`config.mk`:
```
export PLATFORM = sky130hd
export DESIGN_NAME = conv_mem_scheduler
export DESIGN_NICKNAME = d
export VERILOG_FILES = /design/src/rtl/conv_mem_scheduler.sv
export SDC_FILE = /design/constraint.sdc
export NUM_CORES = 1
export LEC_CHECK = 0
export ABC_AREA = 0
export CORE_ASPECT_RATIO = 0.6
export CORE_UTILIZATION = 52
export CTS_CLUSTER_SIZE = 28
export DETAILED_ROUTE_END_ITERATION = 10
export PLACE_DENSITY_LB_ADDON = 0.08
export SLEW_MARGIN = 20
export SYNTH_ARGS = -nofsm -noshare
export SYNTH_HDL_FRONTEND = slang
export SYNTH_SLANG_ARGS = --single-unit
```
`constraint.sdc`:
```
create_clock -name clk -period 3.2 [get_ports clk]
set_input_delay 0.96 -clock clk [delete_from_list [all_inputs] [get_ports clk]]
set_output_delay 0.96 -clock clk [all_outputs]
set_load 0.01 [all_outputs]
```
`src/rtl/conv_mem_scheduler.sv`:
```
// Conv data memory <-> NoC memory-node sequencer: streams filter/ifmap rows, collects results.
// Optional SCHED_RESULT_SUM_EN adds a result_sum output accumulating accepted results.
module conv_mem_scheduler #(
    parameter int          DWIDTH      = 8,
    parameter int          PWIDTH      = 47,
    parameter int          AWIDTH      = 8,
    parameter int          FILT_BASE   = 0,
    parameter int          PIX_BASE    = 9,
    parameter int          NUM_RESULTS = 9,
    parameter int          RES_BASE    = 200,
    parameter logic [2:0]  SRC_ADDR    = 3'b110
) (
    input  logic              clk,
    input  logic              reset,
    input  logic              start,
    output logic              busy,
    output logic              done,
    output logic              mem_rd_en,
    output logic [AWIDTH-1:0] mem_rd_addr,
    input  logic [DWIDTH-1:0] mem_rd_data,
    output logic [PWIDTH-1:0] pkt_out,
    output logic              pkt_out_valid,
    input  logic              pkt_out_ready,
    input  logic [PWIDTH-1:0] pkt_in,
    input  logic              pkt_in_valid,
    output logic              pkt_in_ready,
    output logic              mem_wr_en,
    output logic [AWIDTH-1:0] mem_wr_addr,
    output logic [DWIDTH-1:0] mem_wr_data
`ifdef SCHED_RESULT_SUM_EN
    ,
    output logic [DWIDTH+3:0] result_sum
`endif
);

    localparam int RW   = 5 * DWIDTH;
    localparam int FPW  = RW - 3 * DWIDTH;
    localparam int CNTW = (NUM_RESULTS > 1) ? $clog2(NUM_RESULTS) : 1;
    localparam logic [FPW-1:0]    FPAD  = FPW'(16'h00FF);
    localparam logic [CNTW-1:0]   RLAST = CNTW'(NUM_RESULTS - 1);
    localparam logic [AWIDTH-1:0] FBASE = AWIDTH'(FILT_BASE);
    localparam logic [AWIDTH-1:0] PBASE = AWIDTH'(PIX_BASE);
    localparam logic [AWIDTH-1:0] RBASE = AWIDTH'(RES_BASE);

    typedef enum logic [2:0] {
        S_IDLE,
        S_F_RD,
        S_F_SEND,
        S_P_RD,
        S_P_SEND,
        S_RES_WAIT,
        S_RES_WR,
        S_DONE
    } state_t;

    state_t            state_q, state_d;
    logic [2:0]        bcnt_q, bcnt_d;
    logic [2:0]        row_q, row_d;
    logic [1:0]        pe_q, pe_d;
    logic [AWIDTH-1:0] rd_ptr_q, rd_ptr_d;
    logic [RW-1:0]     data_q, data_d;
    logic [CNTW-1:0]   rcnt_q, rcnt_d;
    logic [DWIDTH-1:0] res_q [NUM_RESULTS];
    logic [DWIDTH-1:0] res_d [NUM_RESULTS];
`ifdef SCHED_RESULT_SUM_EN
    logic [DWIDTH+3:0] sum_q, sum_d;
`endif

    logic [2:0] wlen;
    logic [2:0] dest;
    logic [1:0] pe_nxt;
    logic       unused_pkt_in;

    assign unused_pkt_in = ^pkt_in[PWIDTH-1:DWIDTH];

    always_comb begin
        dest = 3'b011;
        unique case (1'b1)
            (pe_q == 2'd1): dest = 3'b001;
            (pe_q == 2'd2): dest = 3'b000;
            default:        dest = 3'b011;
        endcase
    end

    assign pe_nxt = (pe_q == 2'd2) ? 2'd0 : pe_q + 2'd1;
    assign wlen   = (state_q == S_F_RD) ? 3'd3 : 3'd5;

    always_comb begin
        state_d       = state_q;
        bcnt_d        = bcnt_q;
        row_d         = row_q;
        pe_d          = pe_q;
        rd_ptr_d      = rd_ptr_q;
        data_d        = data_q;
        rcnt_d        = rcnt_q;
        res_d         = res_q;
`ifdef SCHED_RESULT_SUM_EN
        sum_d         = sum_q;
`endif
        busy          = 1'b0;
        done          = 1'b0;
        mem_rd_en     = 1'b0;
        mem_rd_addr   = '0;
        pkt_out       = '0;
        pkt_out_valid = 1'b0;
        pkt_in_ready  = 1'b0;
        mem_wr_en     = 1'b0;
        mem_wr_addr   = '0;
        mem_wr_data   = '0;

        case (state_q)
            S_IDLE: begin
                if (start) begin
                    state_d  = S_F_RD;
                    bcnt_d   = '0;
                    row_d    = '0;
                    pe_d     = '0;
                    rd_ptr_d = FBASE;
                    data_d   = '0;
                    rcnt_d   = '0;
`ifdef SCHED_RESULT_SUM_EN
                    sum_d    = '0;
`endif
                end
            end

            S_F_RD, S_P_RD: begin
                busy = 1'b1;
                // Byte read at step n arrives at step n+1; shifted in MSB-first.
                if (bcnt_q != 3'd0) begin
                    data_d = {data_q[RW-DWIDTH-1:0], mem_rd_data};
                end
                if (bcnt_q < wlen) begin
                    mem_rd_en   = 1'b1;
                    mem_rd_addr = rd_ptr_q;
                    rd_ptr_d    = rd_ptr_q + AWIDTH'(1);
                end
                if (bcnt_q == wlen) begin
                    state_d = (state_q == S_F_RD) ? S_F_SEND : S_P_SEND;
                end else begin
                    bcnt_d = bcnt_q + 3'd1;
                end
            end

            S_F_SEND: begin
                busy          = 1'b1;
                pkt_out_valid = 1'b1;
                pkt_out       = {1'b0, dest, SRC_ADDR, FPAD,
                                 data_q[3*DWIDTH-1:0]};
                if (pkt_out_ready) begin
                    bcnt_d = '0;
                    if (row_q == 3'd2) begin
                        state_d  = S_P_RD;
                        row_d    = '0;
                        pe_d     = '0;
                        rd_ptr_d = PBASE;
                    end else begin
                        state_d = S_F_RD;
                        row_d   = row_q + 3'd1;
                        pe_d    = pe_nxt;
                    end
                end
            end

            S_P_SEND: begin
                busy          = 1'b1;
                pkt_out_valid = 1'b1;
                pkt_out       = {1'b1, dest, SRC_ADDR, data_q};
                if (pkt_out_ready) begin
                    bcnt_d = '0;
                    if (row_q == 3'd4) begin
                        state_d = S_RES_WAIT;
                        rcnt_d  = '0;
                    end else begin
                        state_d = S_P_RD;
                        row_d   = row_q + 3'd1;
                        pe_d    = pe_nxt;
                    end
                end
            end

            S_RES_WAIT: begin
                busy         = 1'b1;
                pkt_in_ready = 1'b1;
                if (pkt_in_valid) begin
                    res_d[rcnt_q] = pkt_in[DWIDTH-1:0];
`ifdef SCHED_RESULT_SUM_EN
                    sum_d = sum_q + (DWIDTH+4)'(pkt_in[DWIDTH-1:0]);
`endif
                    if (rcnt_q == RLAST) begin
                        state_d = S_RES_WR;
                        rcnt_d  = '0;
                    end else begin
                        rcnt_d = rcnt_q + CNTW'(1);
                    end
                end
            end

            S_RES_WR: begin
                busy        = 1'b1;
                mem_wr_en   = 1'b1;
                mem_wr_addr = RBASE + AWIDTH'(rcnt_q);
                mem_wr_data = res_q[rcnt_q];
                if (rcnt_q == RLAST) begin
                    state_d = S_DONE;
                    rcnt_d  = '0;
                end else begin
                    rcnt_d = rcnt_q + CNTW'(1);
                end
            end

            S_DONE: begin
                done    = 1'b1;
                state_d = S_IDLE;
            end

            default: state_d = S_IDLE;
        endcase
    end

    always_ff @(posedge clk) begin
        if (reset) begin
            state_q  <= S_IDLE;
            bcnt_q   <= '0;
            row_q    <= '0;
            pe_q     <= '0;
            rd_ptr_q <= '0;
            data_q   <= '0;
            rcnt_q   <= '0;
            for (int i = 0; i < NUM_RESULTS; i++) begin
                res_q[i] <= '0;
            end
`ifdef SCHED_RESULT_SUM_EN
            sum_q    <= '0;
`endif
        end else begin
            state_q  <= state_d;
            bcnt_q   <= bcnt_d;
            row_q    <= row_d;
            pe_q     <= pe_d;
            rd_ptr_q <= rd_ptr_d;
            data_q   <= data_d;
            rcnt_q   <= rcnt_d;
            res_q    <= res_d;
`ifdef SCHED_RESULT_SUM_EN
            sum_q    <= sum_d;
`endif
        end
    end

`ifdef SCHED_RESULT_SUM_EN
    assign result_sum = sum_q;
`endif

endmodule

```
==> results.toml <==
[status]
status = "complete, no violations"

[placed_design]
io_buffers = 94
dpl.hpwl_um = 12260
place_congestion = 0.9385
dp_cells = 1005

[floorplanning]
io_pins = 137
core_area_sq_mm = 0.01293
die_x_um = 151.2
start_util_pct = 53.72
num_rows = 32
dieArea_sq_mm = 0.01384
dieHeight_um = 91.53

[critical_path]
cp_slowest_cell = "dfxtp_4"
worstReg2RegEnd = "state_q[0]$_SDFFE_PP0P_"
critPathLaunchType = "register"
crit_fanout = 15
r2r_slack_ns = 0.63
crit_chain = "buf_6 -> nand2b_4 -> a21oi_4 -> buf_4 -> bufbuf_16 -> and2_1 -> dlygate4sd2_1"
crit_end = "pkt_out[11]"
crit-reg2reg-launch = "rcnt_q[0]$_SDFFE_PP0P_"
startpoint = "state_q[1]$_SDFFE_PP0P_"
cp_slowest_stage_delay_ns = 0.37
cp.required_ns = 2.24
crit_path_end_kind = "output pin"
worstPathArrival_ns = 2.18
worstSetupPathType = "register to output pin"
rr_worst_depth = 7

[timing]
tightest_slew_ns = 0.6996
finalCritPeriodShare_pct = 98.07
fmax_mhz = 318.7
timing.slew.headroom_pct = 53.19
slew_viol_final = 0
hold_viol_final = 0
period_minus_slack_ns = 3.138
setup_violations = 0
fin_skew_ns = 0.009315

[clock_network]
clockRootBuffer = "clkbuf_16"
clk_latency_ns = 0.42
cts.clk_slew.worst_paths_ns = 0.06
cts_buffer_depth = 2
htreeDepth = 4
cts_buffers = 17
cts_sinks = 135
cts_tree = "built"
cts_hold_buf = 0

[layout]
area_growth_pct = 27.67
diodes = 0
instances_no_fill = 1043
final_util_pct = 68.58
nNetsFinal = 935
drive_above_1_share_pct = 12.83
nFillCells = 996

[drt]
initialDrtViolationCount = 446
vias_per_cell = 5.686
wl_per_cell_um = 18.35
ant_nets = 0
vias = 5931
drt-total-wl_um = 19140
dr.pass1.iters = 5
drc = 0

[power_and_ir_drop]
internal-power_mw = 3.441
power_mw = 5.010
p_switching_mw = 1.569
swShare_pct = 31.31
ir_drop_uv = 331.5
clkPwrFrac_pct = 40.9
p_leak_nw = 4.334
power.density_mw_per_mm2 = 564.9
seqPwrFrac_pct = 35.4
combinationalPowerShare_pct = 23.6

[min_path]
hold_class = "register to register"
holdPathStages = 2

[run]
max_cap_viol_count = 0

[logic_synthesis]
synth_area_leaders = "dfxtp_1 (39%), mux2i_1 (18%), nor2_1 (6.8%)"
ys_async_sr_fraction_pct = 0
yosysMostFrequentCell = "dfxtp_1"
synth_top_area_share_pct = 38.90
yosys_warnings = 0
ys_ff_latch = 135
synth_edf_count = 0
seq_area_frac_synth_pct = 38.90
netlist_area_sq_mm = 0.006947
syn-instance-count = 777
synth_ff_type = "dfxtp_1"
ys_types = 59
synth.avg_cell_area_sq_um = 8.940
synth.largest_area_cell = "dfxtp_1"
yosys-top-cells-count = "dfxtp_1 (135), nor2_1 (125), mux2i_1 (122), and2_1 (73), clkbuf_1 (41)"

[global_route]
grt_pass1_vias = 5770
grt_max_degree = 54
grt_first_pass_wirelength_um = 30620
grtUsageTotal_pct = 28.90
overflow = 0
antenna_found_initial = 0
cells in the final DEF, fill, tap and decap left out, types with 8 or more instances in the layout:
cell,count
nor3_1,13
inv_1,15
dfxtp_1,130
o21ai_0,13
nand3_2,8
clkdlybuf4s50_1,48
dlymetal6s2s_1,19
buf_4,25
nor2_1,125
a21o_1,9
and2_1,73
a211oi_1,9
dlygate4sd2_1,18
nand3_1,19
ha_1,15
clkbuf_16,17
nand2_1,21
and3_1,8
a21oi_1,34
mux2i_1,122
layout make-up:
class / count / area (sq um) / area share (%)
multi-input cells: 561 / 3943 / 44.46
well taps: 170 / 212.7 / 2.398
flip-flops and latches: 135 / 2714 / 30.60
clock buffers: 18 / 439.2 / 4.952
repair buffers: 128 / 1314 / 14.81
clock inverters: 14 / 181.4 / 2.046
inverters: 17 / 65.06 / 0.7336
critical path: cells and delay by family (launching register included):
family | cells | cell delay (ns)
AO/OA/AOI/OAI | 1 | 0.25
buffers and inverters | 4 | 0.85
flip-flops | 1 | 0.37
AND/OR/NAND/NOR | 2 | 0.29
how the worst min path moves through the flow:
| stage | from | endpoint |
|---|---|---|
| after detailed placement | res_q[5]$_SDFFE_PP0P_ | res_q[5]$_SDFFE_PP0P_ |
| after floorplan | res_q[5]$_SDFFE_PP0P_ | res_q[5]$_SDFFE_PP0P_ |
| after global placement | res_q[5]$_SDFFE_PP0P_ | res_q[5]$_SDFFE_PP0P_ |
| after global routing | res_q[5]$_SDFFE_PP0P_ | res_q[5]$_SDFFE_PP0P_ |
| final | res_q[5]$_SDFFE_PP0P_ | res_q[5]$_SDFFE_PP0P_ |
| after CTS | res_q[5]$_SDFFE_PP0P_ | res_q[5]$_SDFFE_PP0P_ |
logic make-up after synthesis:
family	after synthesis	share of synthesized area [%]
other	1	0.05398
adders and majority gates	15	2.702
AOI/OAI and AO/OA	104	9.672
DFF	135	38.90
xor gates and xnor gates	1	0.1261
and+or+nand+nor	304	22.32
muxes	133	20.77
buffers and inverters	84	5.457
metal layers:
layer / track usage [%] / vias to the layer above / share of wire, %
met5: 0 / - / 0
met4: 9.417 / 0 / 0.92
met3: 9.246 / 19 / 9.3
met2: 41.10 / 230 / 42
met1: 40.80 / 2832 / 47
li1: - / 2850 / -
power by group through the flow:
stage / logic [mW] / clock network, mW / registers, mW
finish: 1.18 / 2.05 / 1.77
global route: 1.27 / 2.15 / 1.78
CTS: 1.14 / 2.07 / 1.77
detailed placement: 1.08 / 0 / 1.81
global placement: 1.07 / 0 / 1.80
floorplan: 0.765 / 0 / 1.79
sequential cells by signal, summed over array words and instances, names as in the netlist:
signal	cells
bcnt_q	3
row_q	3
state_q	3
rcnt_q	4
rd_ptr_q	8
res_q	72
data_q	40
pe_q	2
repair_timing:
action	4_1_cts	5_1_grt
setup buffers	0	2
pin swaps	1	4
endpoints found under the setup margin	61	38
gates resized for setup	50	37
cloned	3	1
stage by stage:
step / worst slack, ns / TNS [ns] / instance area [sq um] / hold WS, ns
after floorplan: 0.1777 / 0 / 6954 / 0.4298
after global placement: 0.1732 / 0 / 8048 / 0.4381
after detailed placement: 0.1165 / 0 / 8048 / 0.4432
after CTS: 0.002238 / 0 / 8778 / 0.4568
after global routing: -0.01196 / -0.06808 / 8869 / 0.4835
final: 0.06188 / 0 / 8869 / 0.4578
(Power assumes the default switching activity.)
